File: src/rtl/delay_sequence_driver_pkg.sv
// ============================================================================
// Module  : delay_sequence_driver_pkg
// Purpose : Shared state encoding and default widths for delay_sequence_driver.
// Revision: 1.0 - initial release
// ============================================================================
`default_nettype none

package delay_sequence_driver_pkg;

    localparam int DEF_CNT_W   = 4;
    localparam int DEF_BURST_W = 3;

    typedef enum logic [2:0] {
        IDLE    = 3'd0,
        DRIVE_A = 3'd1,
        WAIT    = 3'd2,
        DRIVE_B = 3'd3,
        DONE    = 3'd4
    } state_e;

endpackage

`default_nettype wire

File: src/rtl/delay_down_counter.sv
// ============================================================================
// Module  : delay_down_counter
// Purpose : Loadable down counter that saturates at zero and flags a value of one.
// Revision: 1.0 - initial release
// ============================================================================
`default_nettype none

module delay_down_counter #(
    parameter int W = 4
) (
    input  logic         clk,
    input  logic         rst_n,
    input  logic         load,
    input  logic         enable,
    input  logic [W-1:0] load_value,
    output logic [W-1:0] value,
    output logic         is_one
);

    logic [W-1:0] r_value;

    always_ff @(posedge clk or negedge rst_n) begin
        if (!rst_n) begin
            r_value <= '0;
        end else if (load) begin
            r_value <= load_value;
        end else if (enable && (r_value != '0)) begin
            r_value <= r_value - 1'b1;
        end
    end

    assign value  = r_value;
    assign is_one = (r_value == W'(1));

endmodule

`default_nettype wire

File: src/rtl/delay_sequence_driver.sv
// ============================================================================
// Module  : delay_sequence_driver
// Purpose : Drives bursts of "a, then b N cycles later" pulse pairs.
//           Define DELAY_SEQUENCE_DRIVER_SVA_EN to embed assertions and covers.
// Revision: 1.0 - initial release
// ============================================================================
`default_nettype none

module delay_sequence_driver
    import delay_sequence_driver_pkg::*;
#(
    parameter int CNT_W   = DEF_CNT_W,
    parameter int BURST_W = DEF_BURST_W
) (
    input  logic               clk,
    input  logic               rst_n,
    input  logic               start_i,
    input  logic [CNT_W-1:0]   delay_i,
    input  logic [BURST_W-1:0] count_i,
    output logic               a_o,
    output logic               b_o,
    output logic               busy_o,
    output logic               done_o,
    output logic               err_o
);

    state_e             r_state;
    state_e             w_next;
    logic [CNT_W-1:0]   r_delay;
    logic [BURST_W-1:0] r_remaining;
    logic [CNT_W-1:0]   w_cnt_value;
    logic               w_cnt_is_one;
    logic               w_start_ok;
    logic               w_start_bad;

    assign w_start_ok  = start_i && (delay_i != '0);
    assign w_start_bad = start_i && (delay_i == '0);

    delay_down_counter #(
        .W (CNT_W)
    ) u_delay_cnt (
        .clk        (clk),
        .rst_n      (rst_n),
        .load       (r_state == DRIVE_A),
        .enable     (r_state == WAIT),
        .load_value (r_delay - 1'b1),
        .value      (w_cnt_value),
        .is_one     (w_cnt_is_one)
    );

    always_comb begin
        w_next = r_state;
        case (r_state)
            IDLE:    if (w_start_ok) w_next = DRIVE_A;
            DRIVE_A: w_next = (r_delay == CNT_W'(1)) ? DRIVE_B : WAIT;
            // A zero count in WAIT cannot occur, but leaving on it rules out a lock-up.
            WAIT:    if (w_cnt_is_one || (w_cnt_value == '0)) w_next = DRIVE_B;
            DRIVE_B: w_next = (r_remaining != '0) ? DRIVE_A : DONE;
            DONE:    w_next = IDLE;
            default: w_next = IDLE;
        endcase
    end

    always_ff @(posedge clk or negedge rst_n) begin
        if (!rst_n) begin
            r_state     <= IDLE;
            r_delay     <= '0;
            r_remaining <= '0;
            a_o         <= 1'b0;
            b_o         <= 1'b0;
            busy_o      <= 1'b0;
            done_o      <= 1'b0;
            err_o       <= 1'b0;
        end else begin
            r_state <= w_next;
            if ((r_state == IDLE) && w_start_ok) begin
                r_delay     <= delay_i;
                r_remaining <= count_i;
            end else if ((r_state == DRIVE_B) && (r_remaining != '0)) begin
                r_remaining <= r_remaining - 1'b1;
            end
            // Outputs are decoded from the next state so they align with it.
            a_o    <= (w_next == DRIVE_A);
            b_o    <= (w_next == DRIVE_B);
            busy_o <= (w_next != IDLE);
            done_o <= (w_next == DONE);
            err_o  <= (r_state == IDLE) && w_start_bad;
        end
    end

`ifdef DELAY_SEQUENCE_DRIVER_SVA_EN
    generate
        for (genvar d = 1; d < (2 ** CNT_W); d++) begin : g_a_to_b
            a_then_b: assert property (@(posedge clk) disable iff (!rst_n)
                (a_o && (r_delay == CNT_W'(d))) |-> ##d b_o);
        end
    endgenerate

    no_ab_overlap: assert property (@(posedge clk) disable iff (!rst_n) !(a_o && b_o));
    pulses_onehot: assert property (@(posedge clk) disable iff (!rst_n)
        $onehot0({a_o, b_o, done_o, err_o}));
    idle_after_done: assert property (@(posedge clk) disable iff (!rst_n) done_o |=> !busy_o);

    cov_delay1: cover property (@(posedge clk) disable iff (!rst_n) a_o && (r_delay == CNT_W'(1)));
    cov_delay3: cover property (@(posedge clk) disable iff (!rst_n) a_o && (r_delay == CNT_W'(3)));
    cov_max_burst: cover property (@(posedge clk) disable iff (!rst_n)
        (a_o && (r_remaining == '1)) ##[1:$] done_o);
`endif

endmodule

`default_nettype wire

File: config.mk
export PLATFORM = sky130hd
export DESIGN_NAME = delay_sequence_driver
export DESIGN_NICKNAME = d
export VERILOG_FILES = /design/src/rtl/delay_sequence_driver_pkg.sv /design/src/rtl/delay_down_counter.sv /design/src/rtl/delay_sequence_driver.sv
export SDC_FILE = /design/constraint.sdc
export NUM_CORES = 1
export LEC_CHECK = 0
export ABC_AREA = 1
export BUFFER_PORTS_ARGS = -buffer_cell sky130_fd_sc_hd__buf_2
export CAP_MARGIN = 20
export CORE_MARGIN = 4
export CORE_UTILIZATION = 45
export DETAILED_ROUTE_END_ITERATION = 16
export GPL_TIMING_DRIVEN = 0
export PLACE_DENSITY = 0.68
export RECOVER_POWER = 100
export SLEW_MARGIN = 20
export SYNTH_ARGS = -nofsm -noshare
export SYNTH_HDL_FRONTEND = slang
export SYNTH_SLANG_ARGS = --single-unit
File: constraint.sdc
create_clock -name clk -period 1.4 [get_ports clk]
set_input_delay 0.07 -clock clk [delete_from_list [all_inputs] [get_ports clk]]
set_output_delay 0.07 -clock clk [all_outputs]
set_load 0.1 [all_outputs]
; Word level (Yosys, flattened, before mapping)
; Cells that the tools add are included.
[word_totals]
out_inout_bits = 5
register_bits = 19
[op_classes]
addsub = 3
mux = 9
eq_ne = 8
n_reduce_logical = 16
[ops]
columns = op, n
row1 = two-way mux 3 bit, 5
row2 = case mux 3 bit (4 select lines), 1
row3 = equality test 3 x 2 -> 1 bit (second input constant), 3
row4 = equality test 4 x 1 -> 1 bit (second input constant), 2
row5 = zero test 4 bit, 2
row6 = two-way mux 4 bit, 2
row7 = nonzero test 4 bit, 2
row8 = subtractor 4 x 1 -> 4 bit (second input constant), 2
row9 = equality test 3 x 1 -> 1 bit (second input constant), 2
row10 = logical AND 1 bit, 6
row11 = nonzero test 3 bit, 2
row12 = nonzero test 2 bit, 2
row13 = equality test 3 bit (second input constant), 1
row14 = zero test 3 bit, 1
row15 = subtractor 3 x 1 -> 3 bit (second input constant), 1
row16 = logical OR 1 bit, 1
row17 = two-way mux 1 bit, 1

; Logic depth before layout (Yosys ltp)
; Gate-level depths: netlist (run 1).
[logic_depth]
word_depth = 5
mapped_depth = 8
depth_no_buf = 8

; Modules after synthesis
; A second synthesis (run 1) with hierarchy kept.
[hier_totals]
hier_cells = 134
hier_area_um2 = 1102.3
[modules_own_cells]
columns = module, area_per_inst_um2, instances, cells_each
row1 = delay_sequence_driver, 820.8, 1, 97
row2 = delay_down_counter, 281.5, 1, 37

; Worst setup path before layout (run 1)
; No wires, ideal clock.
[synth_path]
path_kind = reg-to-reg
start = reg r_remaining[0]
end = reg r_remaining[2]
arrival_ns = 1.326
slack_ns = 0.009
path_stages_with_launch = 9
required_time_ns = 1.335
setup_time_ns = 0.065
synth_period_minus_slack_ns = 1.391
path_cell_list = dfrtp_1 > inv_1 > ha_1 > ha_1 > inv_1 > nand4_1 > o21ai_0 > nand2_1 > nand2_1
[synth_between]
elab_chain_len = 3
[synth_lines]
columns = element, line_no
row1 = "start, declared", delay_sequence_driver.sv:30  ; logic [BURST_W-1:0] r_remaining;
row2 = "start signal, assigned", delay_sequence_driver.sv:78  ; r_remaining <= count_i;
row3 = "start signal, assigned", delay_sequence_driver.sv:80  ; r_remaining <= r_remaining - 1'b1;
row4 = subtractor 3 x 1 -> 3 bit / nonzero test 3 bit (equally long branches), "delay_sequence_driver.sv:80, delay_sequence_driver.sv:79"
row5 = two-way mux 3 bit / logical AND 1 bit (equally long branches), delay_sequence_driver.sv:79  ; end else if ((r_state == DRIVE_B) && (r_remaining != '0)) begin
row6 = two-way mux 3 bit / nonzero test 2 bit (equally long branches), n/a
; Several ways; a longest one is shown, not always the timed one. The select of a mux whose other input is x is not followed.
; A chain may end at the register's enable or synchronous reset.

; Worst setup path after layout (run 1)
[layout_path]
start = reg r_remaining[0]
end = reg busy_o
[layout_between]
elab_chain_len = 4
[layout_lines]
columns = element, line_no
row1 = nonzero test 3 bit, delay_sequence_driver.sv:58  ; DRIVE_B: w_next = (r_remaining != '0) ? DRIVE_A : DONE;
row2 = two-way mux 3 bit, delay_sequence_driver.sv:58
row3 = case mux 3 bit (4 select lines), delay_sequence_driver.sv:53  ; case (r_state)
row4 = nonzero test 3 bit, delay_sequence_driver.sv:85  ; busy_o <= (w_next != IDLE);
row5 = "end signal, assigned", delay_sequence_driver.sv:85
row6 = "end, declared", delay_sequence_driver.sv:22  ; output logic busy_o,
; Every way passes these cells.

==> results.ini, run 1 <==
[run_status]
status = finished, violations left
violations = setup timing

[pwr]
power.net_switching_w = 0.0001918
clock_power_share = 0.320
p_leak_nw = 0.7029
powerDensity_mw_per_mm2 = 654.8
ir_worst_vdd_mv = 0.5012
pwr-share-comb = 0.047
power.share.switching = 0.2213
p_seq_frac = 0.633
internal_power_w = 0.0006749

[global_route]
grtUsageTotal = 0.1348
antenna_found_initial = 0
grt_max_degree = 20
grt_pass1_vias = 836
grt_pass1_wl_mm = 3.443
grt-ovfl-total = 0

[place]
place_congestion = 0.7909
dp.cells = 178
post-place-ws_ns = -0.1684
dp_hpwl_mm = 1.432
portBuffers = 14

[clocking]
clock_latency_ns = 0.29
clk_pin_slew_ns = 0.11
clock_path_buffers = 2
cts_root_buffer = clkbuf_4
htree_levels = 1
cts_inserted_buffers = 3
cts_tree = yes
cts_num_sinks = 19

[cells_and_area]
layout-drive-gt1-share = 0.2667
antenna_cells = 0
layout.cells.non_filler = 193
register_area_um2 = 475.5
fill_cells = 201
multi_input_area_um2 = 533.0
nets = 182
fin_util = 0.5927
area_delta_synth_final_pct = 24.62

[critical_path]
cp_top_family = flip-flops
slowest_delay_ns = 0.40
path_max_fanout = 2
crit_start = r_remaining[0]
critPathMostFrequentCell = inv_2
cp.arrival_ns = 1.61
cp-start-kind = flop
slowest_stage = dfrtp_1
critical_path_class = flop to flop
end_kind = flop
reg2reg_from = r_remaining[0]
cp_num_buf_inv = 3
required_ns = 1.58
path_cells = inv_2 -> ha_2 -> ha_4 -> inv_2 -> nand4_1 -> buf_4 -> nand2_2 -> nor2_2 -> nand3_1

[floorplan]
std_cell_rows = 17
fp.dieH_um = 56.59
die_x_um = 56.59
start_util = 0.4756
die_area_mm2 = 0.003202
coreArea_mm2 = 0.002233
pin_count = 15

[drt]
viasPerCell = 4.658
ant_nets = 0
route.detailed.wl_per_inst_um = 10.12
routed-via-count = 899
initialDrtViolationCount = 19
post-route-drc-count = 0
firstDrtPassIters = 4
wirelength_mm = 1.953

[timing]
rsz0062_at_grt = yes
clock_skew_ns = 0.005735
drv_slew = 0
setup_viol = 2
period_share = 1.019
relSlewSlack = 0.3387
max_freq_mhz = 700.7
period_needed_ns = 1.427
finalHoldViolCount = 0
fin_ws_ns = -0.02720
worst_pin_slew_ns = 0.9920
finalSetupTns_ns = -0.03868

[synthesis]
syn_inst = 136
syn_area_mm2 = 0.001062
seq_area_frac_synth = 0.4476
avgSynthCellArea_um2 = 7.811
yosys_warnings = 0
synth-seq-cells = 19
syn-num-nets = 152
synth.distinct_cells = 21

[hold_path]
hp-start = count_i[0]
min_path_type = input pin to flop

[flow_run]
maxCapViolations = 0

## Yosys cell counts (all sizes together)
cell type,number,area share
dfrtp,19,0.45
buf,1,0.011
o21ai,6,0.032
nor2,16,0.074
nor3,1,0.0047
nand2,49,0.19
nand4,1,0.0059
ha,6,0.071
nand3,12,0.057
inv,20,0.071
xnor2,1,0.0082
xor2,1,0.0082
nand3b,2,0.014
a21oi,1,0.0047
## what timing repair did
action                                 4_1_cts  5_1_grt
endpoints found under the hold margin       23        0
hold buffers                                 5        0
buffers inserted                             4        2
gates resized for setup                      7        7
setup endpoints to repair                    5        8
pin swaps                                    6        6
## power groups by stage
stage	registers (W)	logic (W)	clock network [W]
2_1_floorplan	0.000559	0.00000717	0
3_3_place_gp	0.000559	0.0000318	0
3_5_place_dp	0.000559	0.0000328	0
4_1_cts	0.000549	0.0000434	0.000291
5_1_grt	0.000549	0.0000478	0.000319
6_report	0.000549	0.0000410	0.000277
## flip-flops by register name, summed over array words and instances (netlist names)
register / cells
r_delay: 4
u_delay_cnt.value: 4
r_remaining: 3
r_state: 3
a_o: 1
b_o: 1
busy_o: 1
done_o: 1
err_o: 1
## placed cells by master (no fill, tap or decap), types with 2 or more instances in the layout
cell	Yosys	routed
nand3_1	12	12
o21ai_0	4	3
inv_2	3	6
nand2_2	2	3
buf_4	0	5
nand3b_1	2	2
dfrtp_1	19	19
nand2_1	45	44
clkbuf_4	0	3
o21ai_2	1	2
nand2_4	2	2
ha_1	6	3
buf_6	1	2
nor2_2	1	3
inv_1	17	14
dlygate4sd3_1	0	5
clkbuf_1	0	2
ha_2	0	2
nor2_1	14	12
buf_2	0	12
## per-layer routing
metal	share of wire	track usage	up-vias	wire (um)
met4	0.0061	0.06780	0	12
met2	0.47	0.2112	15	916
li1	-	-	477	-
met3	0.036	0.02529	2	70
met1	0.49	0.1760	405	954
met5	0	0	-	0
## cell type report
class	instances	share of cell area
tap	28	0.02647
sequential	19	0.3592
buffer	1	0.008507
clock inverter	1	0.003781
clock buffer	3	0.01701
multi-input combinational	96	0.4026
timing repair buffer	25	0.1257
inverter	20	0.05671
## worst register-to-register path, cell delays in order (launching register included)
cell and delay, ns:
dfrtp_1 0.40, inv_2 0.06, ha_2 0.17, ha_4 0.13, inv_2 0.04, nand4_1 0.12, buf_4 0.14, nand2_2 0.05
nor2_2 0.12, nand3_1 0.09
## final timing paths
kind	end	cells past startpoint	slack (ns)
min	r_remaining[0]	3	0.03
max reg2reg	busy_o	9	-0.03
max in group asynchronous	r_delay[3]	2	0.36
min reg2reg	r_delay[3]	2	0.51
min in group asynchronous	done_o	2	0.44
max	busy_o	9	-0.03
## metrics by stage
step	hold WS, ns	area (um2)	power, W
after detailed placement	0.03683	1167	0.0005920
after CTS	0.007709	1286	0.0008826
after floorplan	-0.2256	1062	0.0005665
after global placement	0.02893	1167	0.0005909
final	0.03033	1324	0.0008667
after global routing	0.01884	1324	0.0009156
## kinds of logic (layout without fill, tap and decap cells)
kind of cell	Yosys count	count (layout)	synth area share
AOI/OAI and AO/OA	7	7	0.03651
xor gates and xnor gates	2	2	0.01649
adders and majority gates	6	6	0.07067
buffers and inverters	21	50	0.08127
DFF	19	19	0.4476
and+or+nand+nor	81	81	0.3475
Power figures use the tool's default switching activity.
==> run 2, diff against run 1 <==
Settings changed: PLACE_DENSITY 0.68 to 0.67, SKIP_CTS_REPAIR_TIMING from default to 1, SYNTH_HIERARCHICAL from default to 1.
==> run 2 against run 1 <==
Compared with the run above: the flow finishes with violations (hold timing); area after synthesis grew 3.8%; worst hold slack got worse by 0.041 ns; power shrank 0.33%; non-clock buffer count down 6; critical endpoint is now r_remaining[0]; critical path type unchanged; combinational power is 20% lower; highest routed layer unchanged; first-iteration DRC count shrank 21%; clock power increased by 2%.
==> results.ini, run 2 <==
[run_status]
violations = hold timing
status = finished, violations left

[place]
portBuffers = 14  ; unchanged
dp_hpwl_mm = 1.559  ; +8.9%
place_congestion = 0.7456  ; -5.7%
dp.cells = 176  ; -1.1%

[critical_path]
reg2reg_depth = 8  ; -1
critical_path_class = flop to flop
path_max_fanout = 4  ; +2
cp-start-kind = flop
worst-path-stages = 8  ; -1
end_kind = flop
cp_top_family = simple AND/OR/NAND/NOR gates
cp_num_buf_inv = 2  ; -1
required_ns = 1.63  ; +0.05 ns
critPathMostFrequentCell = nand2_1
slowest_delay_ns = 0.39  ; about the same
path_cells = inv_1 -> nand2_1 -> nor2_4 -> nand2_2 -> buf_4 -> nand2_1 -> nand2_1 -> a21oi_2
slowest_stage = dfrtp_1
cp.arrival_ns = 1.53  ; -0.08 ns

[clocking]
clock_latency_ns = 0.30  ; about the same
cts_num_sinks = 19  ; unchanged
cts_root_buffer = clkbuf_4
cts_inserted_buffers = 3  ; unchanged
clk_pin_slew_ns = 0.11  ; about the same
cts_tree = yes
htree_levels = 1  ; unchanged
clock_path_buffers = 2  ; unchanged

[timing]
relSlewSlack = 0.3104  ; -0.02824
clock_skew_ns = 0.004694  ; -0.001040 ns
period_share = 0.9293  ; -0.09013
finalHoldViolCount = 1  ; +1
setup_viol = 0  ; -2
period_needed_ns = 1.301  ; -0.1262 ns
finalSetupTns_ns = 0  ; +0.03868 ns
drv_slew = 0  ; unchanged
max_freq_mhz = 768.6  ; +9.7%
fin_hold_ws_ns = -0.01085  ; -0.04117 ns
rsz0062_at_grt = yes
worst_pin_slew_ns = 1.034  ; +0.04237 ns

[global_route]
grt_max_degree = 20  ; unchanged
antenna_found_initial = 0  ; unchanged
grt-ovfl-total = 0  ; unchanged
grt_pass1_vias = 850  ; +1.7%
grtUsageTotal = 0.1353  ; +0.0004890
grt_pass1_wl_mm = 3.512  ; +2.0%

[synthesis]
synth-edff-count = 0  ; unchanged
synth_most_common_cell = nand2_1
seq_area_frac_synth = 0.4313  ; -0.01626
syn_inst = 134  ; -1.5%
yosys.area.top_type = dfrtp_1
ys.flop_type = dfrtp_1
yosys-top-cells-area = dfrtp_1, nand2_1, ha_1
yosys_warnings = 6  ; +6
avgSynthCellArea_um2 = 8.226  ; +5.3%
synth-seq-cells = 19  ; unchanged
syn-num-nets = 150  ; -1.3%
synth_common_cells = nand2_1, inv_1, dfrtp_1
synth.distinct_cells = 21  ; unchanged
async_flop_share = 1.000  ; unchanged
syn_area_mm2 = 0.001102  ; +3.8%
synth.top_cell.area_share = 0.4313  ; -0.01626

[floorplan]
fp.dieH_um = 57.50  ; +1.6%
start_util = 0.4843  ; +0.008702
pin_count = 15  ; unchanged
die_area_mm2 = 0.003306  ; +3.2%
coreArea_mm2 = 0.002276  ; +1.9%
std_cell_rows = 17  ; unchanged
die_x_um = 57.50  ; +1.6%

[pwr]
ir_worst_vdd_mv = 0.4887  ; -2.5%
p_leak_nw = 0.6827  ; -2.9%
powerDensity_mw_per_mm2 = 660.7  ; +0.91%
finalPower_w = 0.0008638  ; -0.33%

[cells_and_area]
area_delta_synth_final_pct = 18.61
layout_commonest_cell = nand2_1
final_cell_mix = nand2_1, inv_1, dfrtp_1
layout.cells.non_filler = 185  ; -4.1%
antenna_cells = 0  ; unchanged
layout-drive-gt1-share = 0.2739  ; +0.007219
nets = 174  ; -4.4%

[drt]
routed-via-count = 868  ; -3.4%
viasPerCell = 4.692  ; +0.73%
firstDrtPassIters = 4  ; unchanged
route.detailed.wl_per_inst_um = 11.20  ; +11%
wirelength_mm = 2.072  ; +6.1%
dr.max_layer_used = met4
wl_met3_um = 75  ; +7.1%
post-route-drc-count = 0  ; unchanged
dr_wl_met2_um = 954  ; +4.1%
drt-met1-wl_mm = 1.002  ; +5.0%
ant_nets = 0  ; unchanged
initialDrtViolationCount = 15  ; -4

[flow_run]
maxCapViolations = 0  ; unchanged

[hold_path]
min_path_type = input pin to flop
min_path_cells = 3  ; unchanged

[run 2: layer usage]
| metal | GRT usage | up-vias |
|---|---|---|
| met4 | 0.05960 | 0 |
| met5 | 0 | - |
| met3 | 0.03394 | 6 |
| li1 | - | 460 |
| met1 | 0.1715 | 384 |
| met2 | 0.2161 | 18 |
[run 2: path summary, 6_finish.rpt]
check / startpoint / end / slack, ns
max: r_state[2] / r_remaining[0] / 0.1
min: delay_i[0] / r_delay[0] / -0.01
max reg2reg: r_state[2] / r_remaining[0] / 0.1
min reg2reg: r_delay[1] / r_delay[1] / 0.52
max in group asynchronous: rst_n / r_state[2] / 0.32
min in group asynchronous: rst_n / b_o / 0.46
[run 2: cells by family after synthesis]
kind of cell	synth area share
DFF	0.4313
xor gates and xnor gates	0.02384
AOI/OAI and AO/OA	0.04200
buffers and inverters	0.08172
and+or+nand+nor	0.3530
adders and majority gates	0.06810
[run 2: power breakdown]
group           total, W  internal (W)  leakage, nW  switching [W]
clock network   0.000282      0.000111       0.0150       0.000171
logic          0.0000330     0.0000139        0.426      0.0000191
registers       0.000549      0.000549        0.241              0
total           0.000864      0.000673        0.683       0.000191
[run 2: worst reg2reg max path, stage by stage, from the launching register on]
cell,delay [ns]
dfrtp_1,0.39
inv_1,0.08
nand2_1,0.13
nor2_4,0.16
nand2_2,0.10
buf_4,0.15
nand2_1,0.05
nand2_1,0.06
a21oi_2,0.13
[run 2: through the flow]
stage / instance area (um2) / hold WS (ns) / utilization / worst slack [ns]
2_1_floorplan: 1102 / -0.2256 / - / 0.1232
3_3_place_gp: 1207 / 0.03322 / 0.5305 / -0.05813
3_5_place_dp: 1207 / 0.03607 / 0.5305 / -0.1165
4_1_cts: 1234 / -0.2971 / 0.5421 / -0.1355
5_1_grt: 1308 / 0.004978 / 0.5745 / -0.01685
6_report: 1308 / -0.01085 / 0.5745 / 0.09898
[run 2: layout make-up]
class	instances	area [um2]
Tap cell	28	35.03
Multi-Input combinational cell	93	569.3
Clock buffer	4	26.28
Fill cell	217	968.4
Timing Repair Buffer	19	111.4
Sequential cell	19	475.5
Inverter	21	78.83
Buffer	1	11.26
==> run 3, diff against run 2 <==
Settings changed: PLACE_DENSITY 0.67 to 0.73.
==> run 3 against run 2 <==
Compared with the run above: the flow still finishes with violations (hold timing); via count up 0.12%; cell area down 2.9%; global-route usage up 0.65 points; combinational power about the same; clock power about the same; fmax down 3.6%; utilization down 1.6 points; worst setup slack worse by 0.049 ns; critical path type unchanged.
==> results.ini, run 3 (synthesis results as in run 2) <==
[run_status]
status = finished, violations left
violations = hold timing

[cells_and_area]
layout-drive-gt1-share = 0.2516  ; -0.02227
layout_commonest_cell = nand2_1
layout.cells.non_filler = 183  ; -1.1%
area_delta_synth_final_pct = 15.21
nets = 172  ; -1.1%
fin_util = 0.5580  ; -0.01649
fill_cells = 224  ; +3.2%
final_cell_mix = nand2_1, inv_1, dfrtp_1
final_area_mm2 = 0.001270  ; -2.9%
antenna_cells = 0  ; unchanged

[floorplan]
coreArea_mm2 = 0.002276  ; unchanged
die_x_um = 57.50  ; unchanged
pin_count = 15  ; unchanged
start_util = 0.4843  ; unchanged
fp.dieH_um = 57.50  ; unchanged
std_cell_rows = 17  ; unchanged
die_area_mm2 = 0.003306  ; unchanged

[drt]
route.detailed.wl_per_inst_um = 12.18  ; +8.8%
routed-via-count = 869  ; +0.12%
firstDrtPassIters = 4  ; unchanged
ant_nets = 0  ; unchanged
viasPerCell = 4.749  ; +1.2%
initialDrtViolationCount = 11  ; -4
post-route-drc-count = 0  ; unchanged
wirelength_mm = 2.229  ; +7.6%

[global_route]
grt_max_degree = 20  ; unchanged
antenna_found_initial = 0  ; unchanged
grt_util_met2 = 0.2403  ; +0.02419
grt_busiest_layer = met2
use_met3 = 0.02036  ; -0.01357
grt-ovfl-total = 0  ; unchanged
grt_pass1_wl_mm = 3.636  ; +3.5%
grt_pass1_vias = 881  ; +3.6%
grtUsageTotal = 0.1418  ; +0.006530
grt_use_met1 = 0.1702  ; -0.001395

[clocking]
cts_tree = yes
cts_inserted_buffers = 3  ; unchanged
clock_latency_ns = 0.30  ; about the same
htree_levels = 1  ; unchanged
cts_root_buffer = clkbuf_4
clock_path_buffers = 2  ; unchanged
clk_pin_slew_ns = 0.10  ; about the same
cts_num_sinks = 19  ; unchanged

[critical_path]
end_kind = flop
r2r_setup_slack_ns = 0.05  ; -0.05 ns
cp.arrival_ns = 1.54  ; about the same
critical_path_class = flop to flop
path_max_fanout = 3  ; -1
cp-start-kind = flop
required_ns = 1.59  ; -0.04 ns

[pwr]
pwr-share-comb = 0.038  ; about the same
p_seq_frac = 0.637  ; +0.002
power.net_switching_w = 0.0001878  ; -1.4%
internal_power_w = 0.0006733  ; about the same
ir_worst_vdd_mv = 0.4353  ; -11%
powerDensity_mw_per_mm2 = 678.0  ; +2.6%
power.share.switching = 0.2180  ; -0.002498
p_leak_nw = 0.6742  ; -1.2%
clock_power_share = 0.325  ; -0.002

[timing]
setup_viol = 0  ; unchanged
finalHoldViolCount = 1  ; unchanged
max_freq_mhz = 740.8  ; -3.6%
fin_hold_ws_ns = -0.003597  ; +0.007253 ns
period_needed_ns = 1.350  ; +0.04885 ns
period_share = 0.9642  ; +0.03489
relSlewSlack = 0.3006  ; -0.009886
drv_slew = 0  ; unchanged
worst_pin_slew_ns = 1.049  ; +0.01483 ns
fin_ws_ns = 0.05013  ; -0.04885 ns
clock_skew_ns = 0.004646  ; -0.00004874 ns

[place]
portBuffers = 14  ; unchanged
dp_hpwl_mm = 1.592  ; +2.1%
place_congestion = 0.7945  ; +6.6%
dp.cells = 176  ; unchanged
dpl_cell_area_mm2 = 0.001207  ; unchanged
post-place-ws_ns = -0.1144  ; +0.002104 ns

[hold_path]
min_path_type = input pin to flop

[flow_run]
maxCapViolations = 0  ; unchanged

[run 3: worst paths after layout]
path	cells after the start	endpoint	from
min	3	r_delay[0]	delay_i[0]
min reg2reg	2	r_remaining[1]	r_remaining[1]
min in group asynchronous	2	r_state[1]	rst_n
max in group asynchronous	2	u_delay_cnt/value[0]	rst_n
max	9	r_state[0]	u_delay_cnt/value[1]
max reg2reg	9	r_state[0]	u_delay_cnt/value[1]
[run 3: stage by stage]
step / total power, W / hold slack [ns] / setup TNS [ns]
floorplan: 0.0005654 / -0.2256 / 0
global placement: 0.0005893 / 0.02679 / -0.06724
detailed placement: 0.0005903 / 0.03827 / -0.4232
CTS: 0.0008784 / -0.3028 / -0.4987
global route: 0.0009109 / 0.008200 / -0.04848
finish: 0.0008611 / -0.003597 / 0
[run 3: per-layer routing]
layer	part of all wire	vias up	routed length, um
met5	0	-	0
li1	-	452	-
met4	0.0076	0	17
met1	0.45	407	998
met2	0.52	8	1162
met3	0.023	2	51
[run 3: cell type report]
class                           instances  area, um2  share of cell area
Tap cell                               28      35.03             0.02759
Timing Repair Buffer                   17      96.34             0.07586
Buffer                                  1      11.26            0.008867
Sequential cell                        19      475.5              0.3744
Multi-Input combinational cell         93      546.8              0.4305
Clock buffer                            4      26.28             0.02069
Inverter                               21      78.83             0.06207
[run 3: power groups by stage]
stage | clock (W) | combinational [W] | sequential, W
6_report | 0.000280 | 0.0000328 | 0.000548
2_1_floorplan | 0 | 0.00000601 | 0.000559
3_5_place_dp | 0 | 0.0000311 | 0.000559
5_1_grt | 0.000324 | 0.0000381 | 0.000549
4_1_cts | 0.000299 | 0.0000310 | 0.000549
3_3_place_gp | 0 | 0.0000301 | 0.000559
[run 3: critical path, cell delays in order, from the launching register on]
cell	delay, ns
dfrtp_1	0.39
inv_2	0.06
ha_1	0.17
nor3b_2	0.16
inv_1	0.07
nand2_1	0.06
nand2_1	0.07
nand2_2	0.06
nor2_4	0.14
inv_1	0.07
